**src/rtl/clap_timer_pkg.sv**
```systemverilog
// rtl/clap_timer_pkg.sv - shared channel state and mode encodings for clap_timer
package clap_timer_pkg;

    typedef enum logic {
        PAUSE = 1'b0,
        COUNT = 1'b1
    } ch_state_e;

    localparam logic MODE_ONESHOT  = 1'b0;
    localparam logic MODE_PERIODIC = 1'b1;

endpackage

```
**src/rtl/clap_timer_ch.sv**
```systemverilog
// rtl/clap_timer_ch.sv - one clap_timer channel: PAUSE/COUNT FSM, saturating counter, done/busy
module clap_timer_ch
    import clap_timer_pkg::*;
#(
    parameter int WIDTH    = 17,
    parameter int MAXCOUNT = 66080
) (
    input  logic             clk,
    input  logic             resetn,
    input  logic             tick_i,
    input  logic             go_i,
    input  logic             stop_i,
    input  logic             mode_i,
    output logic [WIDTH-1:0] count_o,
    output logic             busy_o,
    output logic             done_o
);

    localparam logic [WIDTH-1:0] MAX_C  = WIDTH'(MAXCOUNT);
    localparam logic [WIDTH-1:0] LAST_C = WIDTH'(MAXCOUNT - 1);

    ch_state_e        state_q, state_d;
    logic [WIDTH-1:0] count_q, count_d;
    logic             done_q, done_d;

    always_ff @(posedge clk or negedge resetn) begin
        if (!resetn) begin
            state_q <= PAUSE;
            count_q <= '0;
            done_q  <= 1'b0;
        end else begin
            state_q <= state_d;
            count_q <= count_d;
            done_q  <= done_d;
        end
    end

    // Priority inside COUNT: go (restart) > stop (hold and pause) > tick.
    always_comb begin
        state_d = state_q;
        count_d = count_q;
        done_d  = 1'b0;
        case (state_q)
            PAUSE: begin
                if (go_i) begin
                    state_d = COUNT;
                    count_d = '0;
                end
            end
            COUNT: begin
                if (go_i) begin
                    count_d = '0;
                end else if (stop_i) begin
                    state_d = PAUSE;
                end else if (tick_i) begin
                    if (count_q == MAX_C) begin
                        // Only reachable in periodic mode: the tick after terminal restarts at 0.
                        count_d = '0;
                    end else begin
                        count_d = count_q + WIDTH'(1);
                        if (count_q == LAST_C) begin
                            done_d = 1'b1;
                            if (mode_i == MODE_ONESHOT) begin
                                state_d = PAUSE;
                            end
                        end
                    end
                end
            end
            default: begin
                state_d = PAUSE;
            end
        endcase
    end

    assign count_o = count_q;
    assign busy_o  = (state_q == COUNT);
    assign done_o  = done_q;

endmodule

```
**src/rtl/clap_timer.sv**
```systemverilog
// rtl/clap_timer.sv - multi-channel clap interval timer; CLAP_TIMER_SNAPSHOT_EN adds capture-to-snap registers
module clap_timer
    import clap_timer_pkg::*;
#(
    parameter int NUM_CH   = 2,
    parameter int WIDTH    = 17,
    parameter int MAXCOUNT = 66080,
    parameter int PRESCALE = 1
) (
    input  logic                    clk,
    input  logic                    resetn,
    input  logic                    en,
    input  logic [NUM_CH-1:0]       go,
    input  logic [NUM_CH-1:0]       stop,
    input  logic [NUM_CH-1:0]       mode,
    input  logic                    capture,
    output logic [NUM_CH*WIDTH-1:0] count,
    output logic [NUM_CH-1:0]       busy,
    output logic [NUM_CH-1:0]       done,
    output logic [NUM_CH*WIDTH-1:0] snap
);

    localparam int PRE_W = (PRESCALE > 1) ? $clog2(PRESCALE) : 1;
    localparam logic [PRE_W-1:0] PRE_LAST = PRE_W'(PRESCALE - 1);

    logic [PRE_W-1:0] pre_q, pre_d;
    logic             pre_last;
    logic             tick;

    always_ff @(posedge clk or negedge resetn) begin
        if (!resetn) begin
            pre_q <= '0;
        end else begin
            pre_q <= pre_d;
        end
    end

    // With PRESCALE=1 pre stays at 0, so pre_last is constant and tick reduces to en.
    always_comb begin
        pre_last = (pre_q == PRE_LAST);
        tick     = en && pre_last;
        pre_d    = pre_q;
        if (en) begin
            pre_d = pre_last ? '0 : pre_q + PRE_W'(1);
        end
    end

    for (genvar i = 0; i < NUM_CH; i++) begin : g_ch
        clap_timer_ch #(
            .WIDTH    (WIDTH),
            .MAXCOUNT (MAXCOUNT)
        ) u_ch (
            .clk     (clk),
            .resetn  (resetn),
            .tick_i  (tick),
            .go_i    (go[i]),
            .stop_i  (stop[i]),
            .mode_i  (mode[i]),
            .count_o (count[i*WIDTH +: WIDTH]),
            .busy_o  (busy[i]),
            .done_o  (done[i])
        );
    end

`ifdef CLAP_TIMER_SNAPSHOT_EN
    logic [NUM_CH*WIDTH-1:0] snap_q;

    always_ff @(posedge clk or negedge resetn) begin
        if (!resetn) begin
            snap_q <= '0;
        end else if (capture) begin
            snap_q <= count;
        end
    end

    assign snap = snap_q;
`else
    logic unused_capture;

    assign unused_capture = capture;
    assign snap           = '0;
`endif

endmodule

```
**config.mk**
```make
export PLATFORM = sky130hd
export DESIGN_NAME = clap_timer
export DESIGN_NICKNAME = d
export VERILOG_FILES = /design/src/rtl/clap_timer_pkg.sv /design/src/rtl/clap_timer_ch.sv /design/src/rtl/clap_timer.sv
export SDC_FILE = /design/constraint.sdc
export NUM_CORES = 1
export LEC_CHECK = 0
export BUFFER_PORTS_ARGS = -buffer_cell sky130_fd_sc_hd__buf_4
export CORE_MARGIN = 4
export CORE_UTILIZATION = 51
export CTS_BUF_LIST = sky130_fd_sc_hd__clkbuf_8 sky130_fd_sc_hd__clkbuf_16
export CTS_CLUSTER_SIZE = 28
export DETAILED_ROUTE_END_ITERATION = 16
export PLACE_DENSITY = 0.81
export SYNTH_ARGS = -nofsm -noshare
export SYNTH_HDL_FRONTEND = slang
export SYNTH_SLANG_ARGS = --single-unit
```
**constraint.sdc**
```tcl
create_clock -name clk -period 2.2 [get_ports clk]
set_input_delay 0 -clock clk [delete_from_list [all_inputs] [get_ports clk]]
set_output_delay 0 -clock clk [all_outputs]
set_load 0.1 [all_outputs]
```
==> Flow_metrics.wiki <==
{| class="wikitable"
! Metric !! Value
|-
| Share of flip-flops with an asynchronous set or reset || 1.00
|-
| Instance count after placement with tap cells included || ~400
|-
| Hold Path Class || in -> reg
|-
| Die Wd || 77.6 um
|-
| Final cycle utilization of the critical path || 0.938
|-
| Vias after detailed routing || 2248
|-
| Routability cong. || around 0.86
|-
| P&R area growth vs syn || 22.4%
|-
| Share of Yosys cell area claimed by the top area cell type || 0.384
|-
| Per-cell routed wire length || 14.6 um
|-
| Hold Path Stages || 3
|-
| Max Clock Skew || 0.00718 ns
|-
| Most frequent cells in the layout || sky130_fd_sc_hd__buf_4, sky130_fd_sc_hd__conb_1, sky130_fd_sc_hd__nand2_1, sky130_fd_sc_hd__dfrtp_1, sky130_fd_sc_hd__nor2_1
|-
| Tot Pwr || 1.91 mW
|-
| Die area || 0.00603 sq mm
|-
| Clock Latency Late Sink || 0.29 ns
|-
| Detailed Route Iter0 Violations || 172
|-
| Proportion of layout cells with a drive suffix above 1 || 0.258
|-
| WP data arrival || 2.23 ns
|-
| Fin util || 0.641
|-
| Initial Utilization || 0.524
|-
| Final hold viol count || 0
|-
| # DRC || 0
|-
| I/O pin total || 82
|-
| Antenna violations before repair || 0
|-
| Most common cell after layout, fill and taps aside || sky130_fd_sc_hd__buf_4
|-
| Final number of setup-violating endpoints || 0
|-
| Proportion of synthesized chip area in sequential cells || 0.384
|-
| Max-slew headroom at the worst pin || 0.406
|-
| Total power per unit cell area || 629 mW/mm^2
|-
| Status || completed
|-
| Largest area contributor in the synthesized netlist || sky130_fd_sc_hd__dfrtp_1
|-
| R2R Path End || g_ch[0].u_ch.busy_o
|-
| Endpoint with the worst hold slack || g_ch[1].u_ch.done_o
|-
| Number of buffers created by CTS || 5
|-
| Clock tree root buffer cell || sky130_fd_sc_hd__clkbuf_8
|-
| Worst Setup End Kind || flop
|-
| Max Slew Vio Count || 0
|-
| Number of library cell types mapped by synthesis || 46
|-
| Post-detailed-route count of antenna-violating nets || 0
|-
| Worst reg-to-reg setup slack || 0.14 ns
|-
| Placement Rows || 25
|-
| Hold Path Origin || stop[1]
|-
| Flip-flop and latch count after synthesis || 38
|-
| Number of enable flip-flop cells after synthesis || 0
|-
| Commonest register cell after synthesis || sky130_fd_sc_hd__dfrtp_1
|-
| Total wirelength of the detailed-routed design || ~6.0 mm
|-
| WP data required || approximately 2.4 ns
|-
| Core Box Area || 0.00472 sq mm
|-
| Number of diodes added for antenna fixing || 0
|-
| Total of warnings raised by yosys || 0
|-
| Reported max-cap violation count || 0
|-
| Nets || 358
|-
| CTS tree || done
|-
| Setup TNS || 0 ns
|-
| Number of iterations in the first detailed-routing pass || 4
|-
| Transition at the pin with the smallest max-transition slack || 0.890 ns
|-
| Cells after Synth || 286
|-
| Worst R2R Start || g_ch[0].u_ch.count_o[1]
|-
| Total global routing track utilization || 0.204
|-
| LEAKAGE || roughly 1.5 nW
|-
| # port buffers || between 40 and 50
|-
| Y dimension of the die || 77.6 um
|-
| Clock tree sinks || 38
|-
| Syn Area/Cell || 8.65 sq um
|-
| Pin count of the biggest net entering global routing || 39
|-
| Post-DP HPWL || roughly 4.3 mm
|-
| Cells on worst reg2reg path || 7
|-
| Global-route wire length before repair || 10.1 mm
|-
| Via count of the first global-routing pass || about 2200
|-
| Final hold slack || around 0.035 ns
|-
| Maximum level of the CTS H-tree || 2
|-
| Routed vias/inst || 5.46
|-
| Area of the mapped netlist || 0.00247 sq mm
|-
| Post-layout instance count excluding filler cells || 412
|-
| Largest fanout on the critical path || 6
|-
| Startpoint class of the critical path || flop
|-
| Bufs on Longest Clock Path || 2
|-
| Most area-consuming cells after synthesis || sky130_fd_sc_hd__dfrtp_1, sky130_fd_sc_hd__buf_4, sky130_fd_sc_hd__nand2_1, sky130_fd_sc_hd__nand3_1, sky130_fd_sc_hd__o21ai_0
|-
| Clock period minus worst slack || 2.06 ns
|-
| Count of filler cells inserted in the layout || 407
|-
| Clock-pin slew on the worst setup and hold paths || 0.08 ns
|-
| Worst setup path class || reg -> reg
|-
| Largest voltage drop on the vdd net || 0.410 mV
|-
| Max frequency || 485 MHz
|-
| Final global-route overflow total || 0
|}
Yosys cell counts, types with 2 or more instances:
master and instances:
sky130_fd_sc_hd__a21o_1 7, sky130_fd_sc_hd__a21oi_1 11, sky130_fd_sc_hd__a31oi_1 5, sky130_fd_sc_hd__and3_1 7, sky130_fd_sc_hd__and4_1 3, sky130_fd_sc_hd__buf_4 38
sky130_fd_sc_hd__clkbuf_1 6, sky130_fd_sc_hd__dfrtp_1 38, sky130_fd_sc_hd__ha_1 4, sky130_fd_sc_hd__inv_1 8, sky130_fd_sc_hd__mux2_2 2, sky130_fd_sc_hd__nand2_1 32
sky130_fd_sc_hd__nand2b_1 4, sky130_fd_sc_hd__nand3_1 14, sky130_fd_sc_hd__nand4_1 6, sky130_fd_sc_hd__nor2_1 18, sky130_fd_sc_hd__nor2b_1 4, sky130_fd_sc_hd__nor3_1 9
sky130_fd_sc_hd__nor3b_1 7, sky130_fd_sc_hd__nor4_1 5, sky130_fd_sc_hd__nor4b_1 6, sky130_fd_sc_hd__o211a_1 2, sky130_fd_sc_hd__o211ai_1 3, sky130_fd_sc_hd__o21ai_0 14
sky130_fd_sc_hd__o22a_1 2, sky130_fd_sc_hd__or2_2 3, sky130_fd_sc_hd__or3_1 3, sky130_fd_sc_hd__or3_4 2, sky130_fd_sc_hd__or4_1 2, sky130_fd_sc_hd__xor2_1 5
worst max-delay path, stage by stage (launching register included):
cell and delay [ns]:
sky130_fd_sc_hd__dfrtp_4 0.45, sky130_fd_sc_hd__ha_2 0.20, sky130_fd_sc_hd__nand4_1 0.17, sky130_fd_sc_hd__nor3b_2 0.20, sky130_fd_sc_hd__nand4_1 0.15, sky130_fd_sc_hd__o21ai_1 0.17
sky130_fd_sc_hd__nand2b_1 0.06, sky130_fd_sc_hd__dlygate4sd3_1 0.55
final cells by class:
class	instances	area [sq um]	share of cell area
clock inverter	2	60.1	0.0198
multi-input combinational	228	1310	0.433
tap	67	83.8	0.0277
timing repair buffer	63	488	0.161
sequential	38	972	0.321
clock buffer	6	82.6	0.0273
inverter	8	30.0	0.00992
repair_timing:
action	in CTS	in global routing
buffers inserted	0	2
endpoints found under the hold margin	42	0
hold buffers	6	0
resized for setup	0	3
endpoints found under the setup margin	0	1
sequential cells by signal (all words and copies together) (netlist names):
signal / flops
g_ch.u_ch.count_o: 34
g_ch.u_ch.busy_o: 2
g_ch.u_ch.done_o: 2
how the worst max path moves through the flow:
stage | startpoint | endpoint | slack (ns) | depth (start not counted)
floorplan | g_ch[0].u_ch.count_o[8] | g_ch[0].u_ch.count_o[8] | -0.009 | 6
global placement | g_ch[0].u_ch.count_o[1] | g_ch[0].u_ch.count_o[5] | 0.23 | 7
detailed placement | g_ch[0].u_ch.count_o[0] | g_ch[0].u_ch.count_o[5] | 0.17 | 7
CTS | g_ch[0].u_ch.count_o[0] | g_ch[0].u_ch.busy_o | 0.06 | 7
global route | g_ch[0].u_ch.count_o[1] | g_ch[0].u_ch.busy_o | -0.002 | 7
finish | g_ch[0].u_ch.count_o[1] | g_ch[0].u_ch.busy_o | 0.14 | 7
cell families (layout without fill, tap and decap cells):
family,after synthesis,in the layout,synth area share
AO/OA/AOI/OAI,50,50,0.129
buffers and inverters,53,79,0.139
AND/OR/NAND/NOR,132,132,0.295
flip-flops,38,38,0.384
other,1,34,0.00152
multiplexers,3,3,0.0132
adder cells (fa/ha/maj),4,4,0.0202
XOR/XNOR,5,5,0.0177
routing by layer:
metal | global-route usage | routed length [um] | up-vias
li1 | - | - | 1066
met1 | 0.256 | 2440 | 1083
met2 | 0.352 | 3090 | 89
met3 | 0.0429 | 430 | 10
met4 | 0.0587 | 64 | 0
met5 | 0 | 0 | -
power breakdown:
group	internal, mW	switching, mW
Combinational	0.0542	0.395
Clock	0.484	0.251
Sequential	0.709	0.0130
per-stage QoR:
step                setup WS, ns  cell area (sq um)
floorplan               -0.00950               2620
global placement           0.231               2800
detailed placement         0.166               2800
CTS                       0.0573               3010
global route            -0.00157               3030
finish                     0.137               3030
Power figures use the tool's default switching activity.
